<file path="src/rtl/flash_read_ctrl.sv">
// flash_read_ctrl
//   Issues a standard SPI READ (opcode 0x03 + 24-bit address) through the
//   flash_if pad stage and returns len bytes on a byte-wide valid strobe.
//
// Ports
//   clk_in    system clock (shared with flash_if)
//   rst_n     asynchronous active-low reset
//   start     one-cycle request, sampled only in IDLE
//   addr      flash byte address, latched with start
//   len       number of bytes to read, latched with start (0 = immediate done)
//   rx_q      serial read data from flash_if
//   busy      high from the cycle after acceptance until the end of the gap
//   rd_data   received byte (MSB first on the wire)
//   rd_valid  one-cycle strobe qualifying rd_data
//   done      one-cycle end-of-transaction strobe
//   clk_en    SCK pulse gate to flash_if, one per bit
//   cs_en     chip select to flash_if (high = selected)
//   sdi       serial command/address to flash_if
module flash_read_ctrl #(
  parameter int unsigned LEN_W    = 16,
  parameter int unsigned CS_SETUP = 2,
  parameter int unsigned CS_HOLD  = 2,
  parameter int unsigned CS_GAP   = 4,
  parameter int unsigned RX_LAT   = 2
) (
  input  logic             clk_in,
  input  logic             rst_n,
  input  logic             start,
  input  logic [23:0]      addr,
  input  logic [LEN_W-1:0] len,
  input  logic             rx_q,
  output logic             busy,
  output logic [7:0]       rd_data,
  output logic             rd_valid,
  output logic             done,
  output logic             clk_en,
  output logic             cs_en,
  output logic             sdi
);

  localparam int unsigned CNT_W   = 8;
  localparam logic [7:0]  OP_READ = 8'h03;

  typedef enum logic [2:0] {
    IDLE, SETUP, SHIFT, DRAIN, HOLD, GAP
  } state_t;

  state_t             state, state_nx;
  logic [CNT_W-1:0]   cnt, cnt_val;
  logic               cnt_load;
  logic               accept, shift_bit, done_nx, cs_nx;
  logic [31:0]        tx_sr;
  logic [LEN_W-1:0]   byte_cnt;
  logic [4:0]         addr_cnt;
  logic               in_data;
  logic [2:0]         bit_cnt;
  logic [RX_LAT-1:0]  strb_pipe;
  logic [RX_LAT:0]    pipe_w;
  logic               dstb_pre, rx_sample;
  logic [6:0]         rx_sr;
  logic [2:0]         rx_bit;

  always_ff @(posedge clk_in or negedge rst_n) begin
    if (!rst_n) state <= IDLE;
    else        state <= state_nx;
  end

  always_comb begin
    state_nx  = state;
    cnt_load  = 1'b0;
    cnt_val   = '0;
    accept    = 1'b0;
    shift_bit = 1'b0;
    done_nx   = 1'b0;
    case (state)
      IDLE: begin
        if (start) begin
          if (len != '0) begin
            accept   = 1'b1;
            state_nx = SETUP;
            cnt_load = 1'b1;
            cnt_val  = CNT_W'(CS_SETUP - 1);
          end else begin
            done_nx = 1'b1;
          end
        end
      end
      SETUP: begin
        if (cnt == '0) begin
          state_nx  = SHIFT;
          shift_bit = 1'b1;
        end
      end
      SHIFT: begin
        if (!in_data && addr_cnt != 5'd31) shift_bit = 1'b1;
        if (in_data && bit_cnt == 3'd7 && byte_cnt == LEN_W'(1)) begin
          // The last data clk_en pulse lands in the first DRAIN cycle, so
          // RX_LAT cycles of DRAIN end exactly on the final rx sample.
          state_nx = DRAIN;
          cnt_load = 1'b1;
          cnt_val  = CNT_W'(RX_LAT - 1);
        end
      end
      DRAIN: begin
        if (cnt == '0) begin
          state_nx = HOLD;
          cnt_load = 1'b1;
          cnt_val  = CNT_W'(CS_HOLD - 1);
        end
      end
      HOLD: begin
        if (cnt == '0) begin
          state_nx = GAP;
          cnt_load = 1'b1;
          cnt_val  = CNT_W'(CS_GAP - 1);
          done_nx  = 1'b1;
        end
      end
      GAP: begin
        if (cnt == '0) state_nx = IDLE;
      end
      default: state_nx = IDLE;
    endcase
    cs_nx = state_nx inside {SETUP, SHIFT, DRAIN, HOLD};
    // Strobe computed one cycle ahead of clk_en so the pipe output lines up
    // with the posedge RX_LAT cycles after each data-phase clk_en cycle.
    dstb_pre  = (state == SHIFT) && in_data;
    pipe_w    = {strb_pipe, dstb_pre};
    rx_sample = pipe_w[RX_LAT];
  end

  always_ff @(posedge clk_in or negedge rst_n) begin
    if (!rst_n) begin
      cnt       <= '0;
      tx_sr     <= '0;
      byte_cnt  <= '0;
      addr_cnt  <= '0;
      in_data   <= 1'b0;
      bit_cnt   <= '0;
      strb_pipe <= '0;
      rx_sr     <= '0;
      rx_bit    <= '0;
      busy      <= 1'b0;
      rd_data   <= '0;
      rd_valid  <= 1'b0;
      done      <= 1'b0;
      clk_en    <= 1'b0;
      cs_en     <= 1'b0;
      sdi       <= 1'b0;
    end else begin
      if (cnt_load)        cnt <= cnt_val;
      else if (cnt != '0)  cnt <= cnt - 1'b1;

      if (accept) begin
        tx_sr    <= {OP_READ, addr};
        byte_cnt <= len;
        addr_cnt <= '0;
        in_data  <= 1'b0;
        bit_cnt  <= '0;
      end else if (shift_bit) begin
        tx_sr <= {tx_sr[30:0], 1'b0};
      end
      sdi <= shift_bit ? tx_sr[31] : 1'b0;

      if (state == SHIFT) begin
        if (!in_data) begin
          addr_cnt <= addr_cnt + 5'd1;
          if (addr_cnt == 5'd31) in_data <= 1'b1;
        end else begin
          bit_cnt <= bit_cnt + 3'd1;
          if (bit_cnt == 3'd7) byte_cnt <= byte_cnt - 1'b1;
        end
      end

      clk_en <= (state == SHIFT);
      cs_en  <= cs_nx;
      busy   <= (state_nx != IDLE);
      done   <= done_nx;

      strb_pipe <= pipe_w[RX_LAT-1:0];
      rd_valid  <= 1'b0;
      if (rx_sample) begin
        rx_sr  <= {rx_sr[5:0], rx_q};
        rx_bit <= rx_bit + 3'd1;
        if (rx_bit == 3'd7) begin
          rd_data  <= {rx_sr, rx_q};
          rd_valid <= 1'b1;
        end
      end
    end
  end

endmodule
</file>
<file path="config.mk">
export PLATFORM = sky130hd
export DESIGN_NAME = flash_read_ctrl
export DESIGN_NICKNAME = d
export VERILOG_FILES = /design/src/rtl/flash_read_ctrl.sv
export SDC_FILE = /design/constraint.sdc
export NUM_CORES = 1
export LEC_CHECK = 0
export CORE_MARGIN = 5
export CORE_UTILIZATION = 50
export DETAILED_ROUTE_END_ITERATION = 7
export GPL_TIMING_DRIVEN = 1
export PLACE_DENSITY_LB_ADDON = 0.3
export REMOVE_ABC_BUFFERS = 1
export SYNTH_ARGS = -nofsm -noshare
export SYNTH_HDL_FRONTEND = slang
export SYNTH_SLANG_ARGS = --single-unit
export TNS_END_PERCENT = 20
</file>
<file path="constraint.sdc">
create_clock -name clk_in -period 6.1 [get_ports clk_in]
set_clock_uncertainty 0.2 [all_clocks]
set_input_delay 1.22 -clock clk_in [delete_from_list [all_inputs] [get_ports clk_in]]
set_output_delay 1.22 -clock clk_in [all_outputs]
set_load 0.1 [all_outputs]
</file>
==> results of run 1 <==
[kinds of logic after synthesis]
family,share of synthesized area [%]
AND/OR/NAND/NOR,22.0
flip-flops,52.4
AO/OA/AOI/OAI,12.7
buffers and inverters,4.04
multiplexers,4.74
adder cells (fa/ha/maj),2.51
XOR/XNOR,1.56
[routing by layer]
layer	share of wire, %	up-vias
met5	0	-
met4	1.0	0
met3	3.5	9
met2	48	61
met1	47	1691
li1	-	1709
[worst max-delay path: cells and delay by family]
kind	cells	cell delay (ps)
buffers and inverters	2	920
AOI/OAI and AO/OA	1	150
and+or+nand+nor	4	1380
[cell usage after synthesis (3+ instances only)]
| cell type | count |
|---|---|
| clkbuf_1 | 6 |
| o21ai_0 | 21 |
| o22ai_1 | 5 |
| xnor2_1 | 4 |
| a21oi_1 | 23 |
| xor2_1 | 4 |
| buf_6 | 4 |
| nand3b_1 | 3 |
| mux2_2 | 18 |
| nand4_1 | 4 |
| a31oi_1 | 25 |
| dfrtp_1 | 94 |
| nor2_1 | 47 |
| nand3_1 | 16 |
| buf_2 | 10 |
| and3_1 | 3 |
| nor4_1 | 8 |
| buf_4 | 3 |
| inv_1 | 11 |
| nor3_1 | 12 |
| nand2_1 | 94 |
| ha_1 | 9 |
[final cells by class]
type | instances | area [um2]
tap | 108 | 135
inverter | 11 | 41.3
timing repair buffer | 61 | 598
clock inverter | 6 | 116
multi-input combinational | 333 | 1960
fill | 757 | 3400
clock buffer | 9 | 124
sequential | 94 | 2350
[power by group]
part           internal (mW)  leakage, nW  switching [mW]
clock network          0.274        0.120           0.222
logic                  0.346         1.00           0.461
registers              0.872         1.14           0.227
total                   1.49         2.26           0.909
[worst min-delay path by stage]
stage                                       from                      to  slack, ps  depth (start not counted)
after floorplan           strb_pipe[0]$_DFF_PN0_  strb_pipe[1]$_DFF_PN0_        130                          0
after global placement    strb_pipe[0]$_DFF_PN0_  strb_pipe[1]$_DFF_PN0_        130                          0
after detailed placement  strb_pipe[0]$_DFF_PN0_  strb_pipe[1]$_DFF_PN0_        150                          0
after CTS                 strb_pipe[0]$_DFF_PN0_  strb_pipe[1]$_DFF_PN0_        160                          0
after global routing      strb_pipe[0]$_DFF_PN0_  strb_pipe[1]$_DFF_PN0_        170                          0
final                     strb_pipe[0]$_DFF_PN0_  strb_pipe[1]$_DFF_PN0_        160                          0
[sequential cells by signal, indices dropped and copies added, names as in the netlist]
| register | cells |
|---|---|
| busy | 1 |
| strb_pipe | 2 |
| rx_bit | 3 |
| addr_cnt | 5 |
| tx_sr | 32 |
| clk_en | 1 |
| cnt | 8 |
| rd_valid | 1 |
| rx_sr | 7 |
| byte_cnt | 16 |
| in_data | 1 |
| cs_en | 1 |
| sdi | 1 |
| rd_data | 8 |
| state | 3 |
| done | 1 |
| bit_cnt | 3 |
[metrics by stage]
| stage | cells | utilization, % | total power, mW |
|---|---|---|---|
| 3_3_place_gp | 607 | 58.3 | 1.87 |
| 2_1_floorplan | 438 | - | 1.68 |
| 4_1_cts | 622 | 61.1 | 2.42 |
| 6_report | 622 | 61.1 | 2.40 |
| 3_5_place_dp | 607 | 58.3 | 1.92 |
| 5_1_grt | 622 | 61.1 | 2.58 |
==> impl_metrics.json, run 1 <==
{
  "outcome": "completed",
  "postRouteAntennaNets": 0,
  "async_flop_share_pct": 100,
  "place_hpwl_um": 6150,
  "core_mm2": 0.00872,
  "hold_path.class": "reg -> reg",
  "p_leak_nw": 2.26,
  "clock-sinks": 94,
  "syn_area_per_cell_um2": 9.73,
  "numCtsBuffers": 9,
  "critPathLaunchType": "input port",
  "reg2regPathDepth": 5,
  "cts_setup_buffers": 0,
  "required_ps": 6180,
  "grt_most_used_layer": "met2",
  "ctsHtreeMaxLevel": 3,
  "cts_tree": "yes",
  "cpPeakStageDelay_ps": 540,
  "setup_viol": 0,
  "antenna_found_initial": 0,
  "cp-end-kind": "flop",
  "p_per_area_mw_per_mm2": 451,
  "yosysTopAreaCellShare_pct": 52.4,
  "critPathCapture": "tx_sr[4]$_DFFE_PN0P_",
  "synthFlopType": "dfrtp_1",
  "reg2reg_from": "state[2]$_DFF_PN0_",
  "drt-initial-drc-count": 115,
  "final_design_area_no_fill_mm2": 0.00533,
  "synth_seq_cells": 94,
  "synth_cell_types": 52,
  "grt_usage_pct": 16.9,
  "dieArea_mm2": 0.0110,
  "crit_chain": "clkdlybuf4s50_1, nor4_1, nand4_1, nand3_2, buf_4, nor2_1, a31oi_1",
  "yosysWarnings": 0,
  "dieHeight_um": 105,
  "period_minus_slack_ps": 3600,
  "max_freq_ghz": 0.277,
  "max_slew.worst_pin.slew_ps": 989,
  "crit_fanout": 42,
  "rows": 34,
  "viasPerCell": 5.58,
  "port_buffers": 57,
  "use_met1_pct": 23.1,
  "cts_resized": 0,
  "totalWireLength_um": 9200,
  "synth_edf_count": 0,
  "clock_latency_ps": 360,
  "ios": 58,
  "overflow": 0,
  "clockBufferDepth": 2,
  "setup_slack_ps": 2500,
  "hold_viol": 0,
  "ys_seq_area_share_pct": 52.4,
  "grt_first_pass_wirelength_um": 15800,
  "worst_setup_hold_path_clk_slew_ps": 90,
  "post-synth-top-area-cell": "dfrtp_1",
  "cts-root-buf": "clkbuf_8",
  "firstDrtPassIters": 5,
  "tns_ps": 0,
  "die_w_um": 105,
  "synth_area_leaders": "dfrtp_1 52%, nand2_1 7.9%, mux2_2 4.5%, nor2_1 3.9%, a31oi_1 3.5%",
  "worst_hold_slack_ps": 160,
  "grt_max_degree": 52,
  "num_antenna_cells": 0,
  "nets": 563,
  "rsz0062_at_grt": "no",
  "place_ws_ps": 2090,
  "placedInstanceArea_mm2": 0.00508,
  "grt_pass1_vias": 3449,
  "cp.arrival_ps": 3680,
  "wire_per_inst_um": 14.8,
  "final_cell_mix": "94 x nand2_1, 94 x dfrtp_1, 56 x clkdlybuf4s50_1",
  "drive_gt1_share_pct": 10.3,
  "start_util_pct": 51.4,
  "drv_slew": 0,
  "worstSetupPathType": "in -> reg",
  "cpMaxStageDelayCell": "nand3_2",
  "drv_cap": 0,
  "rrSetupSlack_ps": 3440,
  "syn_inst": 461,
  "globalplace.congestion": 0.863,
  "drc": 0,
  "vdd_ir_drop_max_v": 0.000305,
  "num_vias": 3470,
  "max-slew-margin-rel_pct": 33.8,
  "reg2reg_to": "tx_sr[4]$_DFFE_PN0P_",
  "grt_use_met2_pct": 27.2,
  "startpoint": "len[1]",
  "use_met3_pct": 3.51,
  "cts_hold_buf": 0,
  "timing.final.crit_share_pct": 59.1,
  "synthToLayoutAreaGrowth_pct": 18.7,
  "syn_area_mm2": 0.00449
}
Note: power is estimated with default switching activity, not from simulation.
==> inputs of run 2 (changes only) <==
Clock period 6.1 ns to 3.5 ns, I/O delays scaled along.
==> run 2 against run 1 <==
Net effect:
- worst setup slack got worse by 1900 ps
- sequential cell count is the same
- final cell count increased by 0.48%
- utilization is 0.60 points lower
- total power is 67% higher
- clock power is 34% higher
- clock-buffer cell count grew 1
- critical path type unchanged
- global-route usage up 0.15 points
- critical path depth unchanged
==> impl_metrics.json, run 2 (synthesized netlist as in run 1, its figures left out) <==
{
  "globalplace.congestion": 0.857,
  "cp-end-kind": "flop",
  "setup_slack_ps": 618,
  "num_antenna_cells": 0,
  "critPathLaunchType": "input port",
  "num_vias": 3445,
  "setup_viol": 0,
  "totalWireLength_um": 9180,
  "nets": 565,
  "drive_gt1_share_pct": 13.5,
  "clockBufferDepth": 2,
  "grt_usage_pct": 17.1,
  "p_per_area_mw_per_mm2": 758,
  "postRouteAntennaNets": 0,
  "n_fill_cell": 744,
  "place_hpwl_um": 6070,
  "hold_path.class": "reg -> reg",
  "crit_fanout": 53,
  "required_ps": 3570,
  "grt_pass1_vias": 3382,
  "outcome": "completed",
  "cts_setup_buffers": 0,
  "rsz0062_at_grt": "no",
  "final_cell_mix": "94 x nand2_1, 94 x dfrtp_1, 47 x nor2_1",
  "dieArea_mm2": 0.0110,
  "critPathBufInv": 2,
  "cts_tree": "yes",
  "overflow": 0,
  "max_freq_ghz": 0.347,
  "drv_slew": 0,
  "numCtsBuffers": 9,
  "antenna_found_initial": 0,
  "cts-root-buf": "clkbuf_8",
  "utilization_pct": 60.5,
  "fin_cells": 625,
  "cts_resized": 0,
  "grt_first_pass_wirelength_um": 15900,
  "worst_setup_hold_path_clk_slew_ps": 90,
  "dieHeight_um": 105,
  "largest-register": "tx_sr",
  "viasPerCell": 5.51,
  "core_mm2": 0.00872,
  "largest_reg_flops": 32,
  "hold_viol": 0,
  "synthToLayoutAreaGrowth_pct": 17.5,
  "drt-initial-drc-count": 189,
  "vdd_ir_drop_max_v": 0.000634,
  "reg2reg_from": "cnt[0]$_DFFE_PN0P_",
  "place_ws_ps": 323,
  "cpMaxStageDelayCell": "nor4_1",
  "worstSetupPathType": "in -> reg",
  "rows": 34,
  "power.total_mw": 4.00,
  "ios": 58,
  "p_leak_nw": 2.27,
  "ff_latch_area_mm2": 0.00235,
  "crit_chain": "clkdlybuf4s50_1, nor4_1, nand4_1, nand3_2, buf_12, nor2_1, a31oi_1",
  "largest_registers": "tx_sr (32), byte_cnt (16)",
  "tns_ps": 0,
  "cpPeakStageDelay_ps": 550,
  "ctsHtreeMaxLevel": 3,
  "worst_hold_slack_ps": 155,
  "cts_hold_buf": 0,
  "drv_cap": 0,
  "cp.arrival_ps": 2950,
  "dp.cells": 609,
  "port_buffers": 57,
  "clock_latency_ps": 350,
  "die_w_um": 105,
  "max-slew-margin-rel_pct": 61.4,
  "final_design_area_no_fill_mm2": 0.00527,
  "hp-start": "strb_pipe[0]$_DFF_PN0_",
  "placedInstanceArea_mm2": 0.00509,
  "drc": 0,
  "clock-sinks": 94,
  "timing.final.crit_share_pct": 82.3,
  "start_util_pct": 51.4,
  "max_slew.worst_pin.slew_ps": 574,
  "startpoint": "len[0]",
  "period_minus_slack_ps": 2880,
  "wire_per_inst_um": 14.7,
  "multiInputGateArea_mm2": 0.00196,
  "crit_family": "simple AND/OR/NAND/NOR gates",
  "firstDrtPassIters": 4,
  "grt_max_degree": 95
}
-- run 2: cell type report --
cell class,count,share of cell area (%)
Inverter,11,0.783
Clock inverter,6,0.854
Multi-Input combinational cell,333,37.1
Sequential cell,94,44.6
Clock buffer,10,2.61
Timing Repair Buffer,63,11.4
Tap cell,108,2.56
-- run 2: power breakdown --
part           internal (mW)  total (mW)  leakage [nW]  switching (mW)
Clock                  0.282       0.666        0.0966           0.384
Combinational          0.609        1.42          1.04           0.812
Sequential              1.52        1.91          1.14           0.393
-- run 2: per-layer routing --
layer	GRT usage [%]	vias to the layer above	part of all wire [%]
met5	0	-	0
met4	4.75	0	0.83
met3	3.64	6	5.3
met2	27.2	91	49
met1	23.6	1630	45
li1	-	1718	-
-- run 2: path summary, 6_finish.rpt --
kind | slack, ps | end | cells after the start
max | 620 | tx_sr[5]$_DFFE_PN0P_ | 7
min | 150 | strb_pipe[1]$_DFF_PN0_ | 0
max reg2reg | 900 | tx_sr[10]$_DFFE_PN0P_ | 7
min reg2reg | 150 | strb_pipe[1]$_DFF_PN0_ | 0
max in group asynchronous | 2540 | tx_sr[5]$_DFFE_PN0P_ | 2
min in group asynchronous | 170 | byte_cnt[14]$_DFF_PN0_ | 2
==> inputs of run 3 (changes only) <==
Clock period 3.5 ns to 2.4 ns, I/O delays scaled along.
==> run 3 against run 2 <==
Net effect:
- hold slack better by 5.0 ps
- non-clock buffer count is 19 higher
- clock power is 77% higher
- critical path depth stayed put
- sequential share of layout area is 1.8 points lower
- final area is 4.2% higher
- utilization is 2.5 points higher
- clock-buffer cell count is 1 lower
- global-route usage hardly changed
- worst setup slack worse by 460 ps
==> impl_metrics.json, run 3 (synthesized netlist as in run 1, its figures left out) <==
{
  "top_layer_used": "met4",
  "required_ps": 2470,
  "wl_met2_um": 4360,
  "overflow": 0,
  "numCtsBuffers": 9,
  "drt-initial-drc-count": 182,
  "worstSetupPathType": "in -> reg",
  "wl_met1_um": 4300,
  "cts-root-buf": "clkbuf_8",
  "utilization_pct": 63.0,
  "cpMaxStageDelayCell": "clkdlybuf4s50_1",
  "tns_ps": 0,
  "synthToLayoutAreaGrowth_pct": 22.4,
  "crit_chain": "clkdlybuf4s50_1, nor4_1, nand4_1, nand3_2, buf_12, nand2_1, o21ai_0",
  "period_minus_slack_ps": 2240,
  "ios": 58,
  "antenna_found_initial": 0,
  "start_util_pct": 51.4,
  "postRouteAntennaNets": 0,
  "globalplace.congestion": 0.825,
  "grt_first_pass_wirelength_um": 15800,
  "final_cell_mix": "94 x nand2_1, 94 x dfrtp_1, 47 x nor2_1",
  "multiInputGateArea_mm2": 0.00198,
  "fin_cells": 645,
  "setup_viol": 0,
  "p_leak_nw": 2.39,
  "die_w_um": 105,
  "clockBufferDepth": 2,
  "dieHeight_um": 105,
  "totalWireLength_um": 9270,
  "cp.arrival_ps": 2310,
  "rows": 34,
  "crit_family": "simple AND/OR/NAND/NOR gates",
  "ff_latch_area_mm2": 0.00235,
  "drv_cap": 0,
  "worst_setup_hold_path_clk_slew_ps": 90,
  "route.met3.wl_um": 504,
  "outcome": "completed",
  "critPathLaunchType": "input port",
  "hold_viol": 0,
  "num_vias": 3597,
  "clock-sinks": 94,
  "port_buffers": 57,
  "rsz0062_at_grt": "yes",
  "drive_gt1_share_pct": 16.6,
  "timing.final.crit_share_pct": 93.5,
  "crit_fanout": 58,
  "cpPeakStageDelay_ps": 430,
  "largest_reg_flops": 32,
  "worst_hold_slack_ps": 160,
  "hp-start": "strb_pipe[0]$_DFF_PN0_",
  "reg2regPathDepth": 8,
  "grt_max_degree": 59,
  "cp-end-kind": "flop",
  "viasPerCell": 5.58,
  "drc": 0,
  "max_slew.worst_pin.slew_ps": 532,
  "dieArea_mm2": 0.0110,
  "reg2reg_from": "addr_cnt[0]$_DFF_PN0_",
  "nets": 585,
  "clock_latency_ps": 360,
  "grt_usage_pct": 17.1,
  "hold_path.class": "reg -> reg",
  "ctsHtreeMaxLevel": 3,
  "num_antenna_cells": 0,
  "largest_registers": "tx_sr (32), byte_cnt (16)",
  "n_fill_cell": 713,
  "startpoint": "len[0]",
  "critPathCapture": "addr_cnt[1]$_DFF_PN0_",
  "reg2reg_to": "tx_sr[2]$_DFFE_PN0P_",
  "p_per_area_mw_per_mm2": 1130,
  "vdd_ir_drop_max_v": 0.000664,
  "cp.depth": 7,
  "drv_slew": 0,
  "firstDrtPassIters": 4,
  "core_mm2": 0.00872,
  "wire_per_inst_um": 14.4,
  "dp.cells": 627,
  "max_freq_ghz": 0.446,
  "largest-register": "tx_sr",
  "cts_tree": "yes",
  "place_hpwl_um": 6350,
  "cts_setup_buffers": 0,
  "grt_pass1_vias": 3449,
  "rrSetupSlack_ps": 180,
  "critPathBufInv": 2,
  "max-slew-margin-rel_pct": 64.5
}
==> run 3: worst register-to-register path: stages, from the launching register on <==
cell and delay, ps:
dfrtp_1 390, ha_1 180, and3_1 160, ha_1 180
and2b_1 250, a31oi_2 150, buf_4 340, nand2_1 120
a31oi_1 190
==> run 3: per-layer routing <==
metal	vias to the layer above	track usage, %
li1	1756	-
met1	1743	23.8
met2	89	26.9
met3	9	4.13
met4	0	4.66
met5	-	0
==> run 3: area by class of cell <==
class,count,area share (%)
sequential,94,42.8
multi-input combinational,334,36.0
timing repair buffer,82,13.8
tap,108,2.46
clock buffer,9,2.25
clock inverter,7,1.91
inverter,11,0.752
==> run 3: report_power, final <==
part	switching (mW)	internal [mW]	total (mW)
Combinational	1.24	0.982	2.22
Sequential	0.566	2.22	2.78
Clock	0.576	0.603	1.18
Total	2.38	3.80	6.18
==> run 3: per-stage QoR <==
stage               setup WS [ps]  area (um2)  power (mW)
floorplan                    -680        4350        4.27
global placement             -183        5240        4.87
detailed placement           -218        5240        4.99
CTS                           165        5480        6.20
global route                0.165        5490        6.68
finish                        157        5490        6.18
==> run 3: worst min-delay path by stage <==
| stage | end | slack, ps | depth (start not counted) |
|---|---|---|---|
| 2_1_floorplan | addr_cnt[0]$_DFF_PN0_ | -20 | 0 |
| 3_3_place_gp | strb_pipe[1]$_DFF_PN0_ | 130 | 0 |
| 3_5_place_dp | strb_pipe[1]$_DFF_PN0_ | 140 | 0 |
| 4_1_cts | strb_pipe[1]$_DFF_PN0_ | 160 | 0 |
| 5_1_grt | strb_pipe[1]$_DFF_PN0_ | 180 | 0 |
| 6_report | strb_pipe[1]$_DFF_PN0_ | 160 | 0 |
==> run 3: what timing repair did <==
| item | 4_1_cts | 5_1_grt |
|---|---|---|
| hold endpoints to repair | 33 | 0 |
| setup endpoints to repair | 0 | 5 |
| resized for setup | 0 | 1 |
| hold buffers | 1 | 0 |
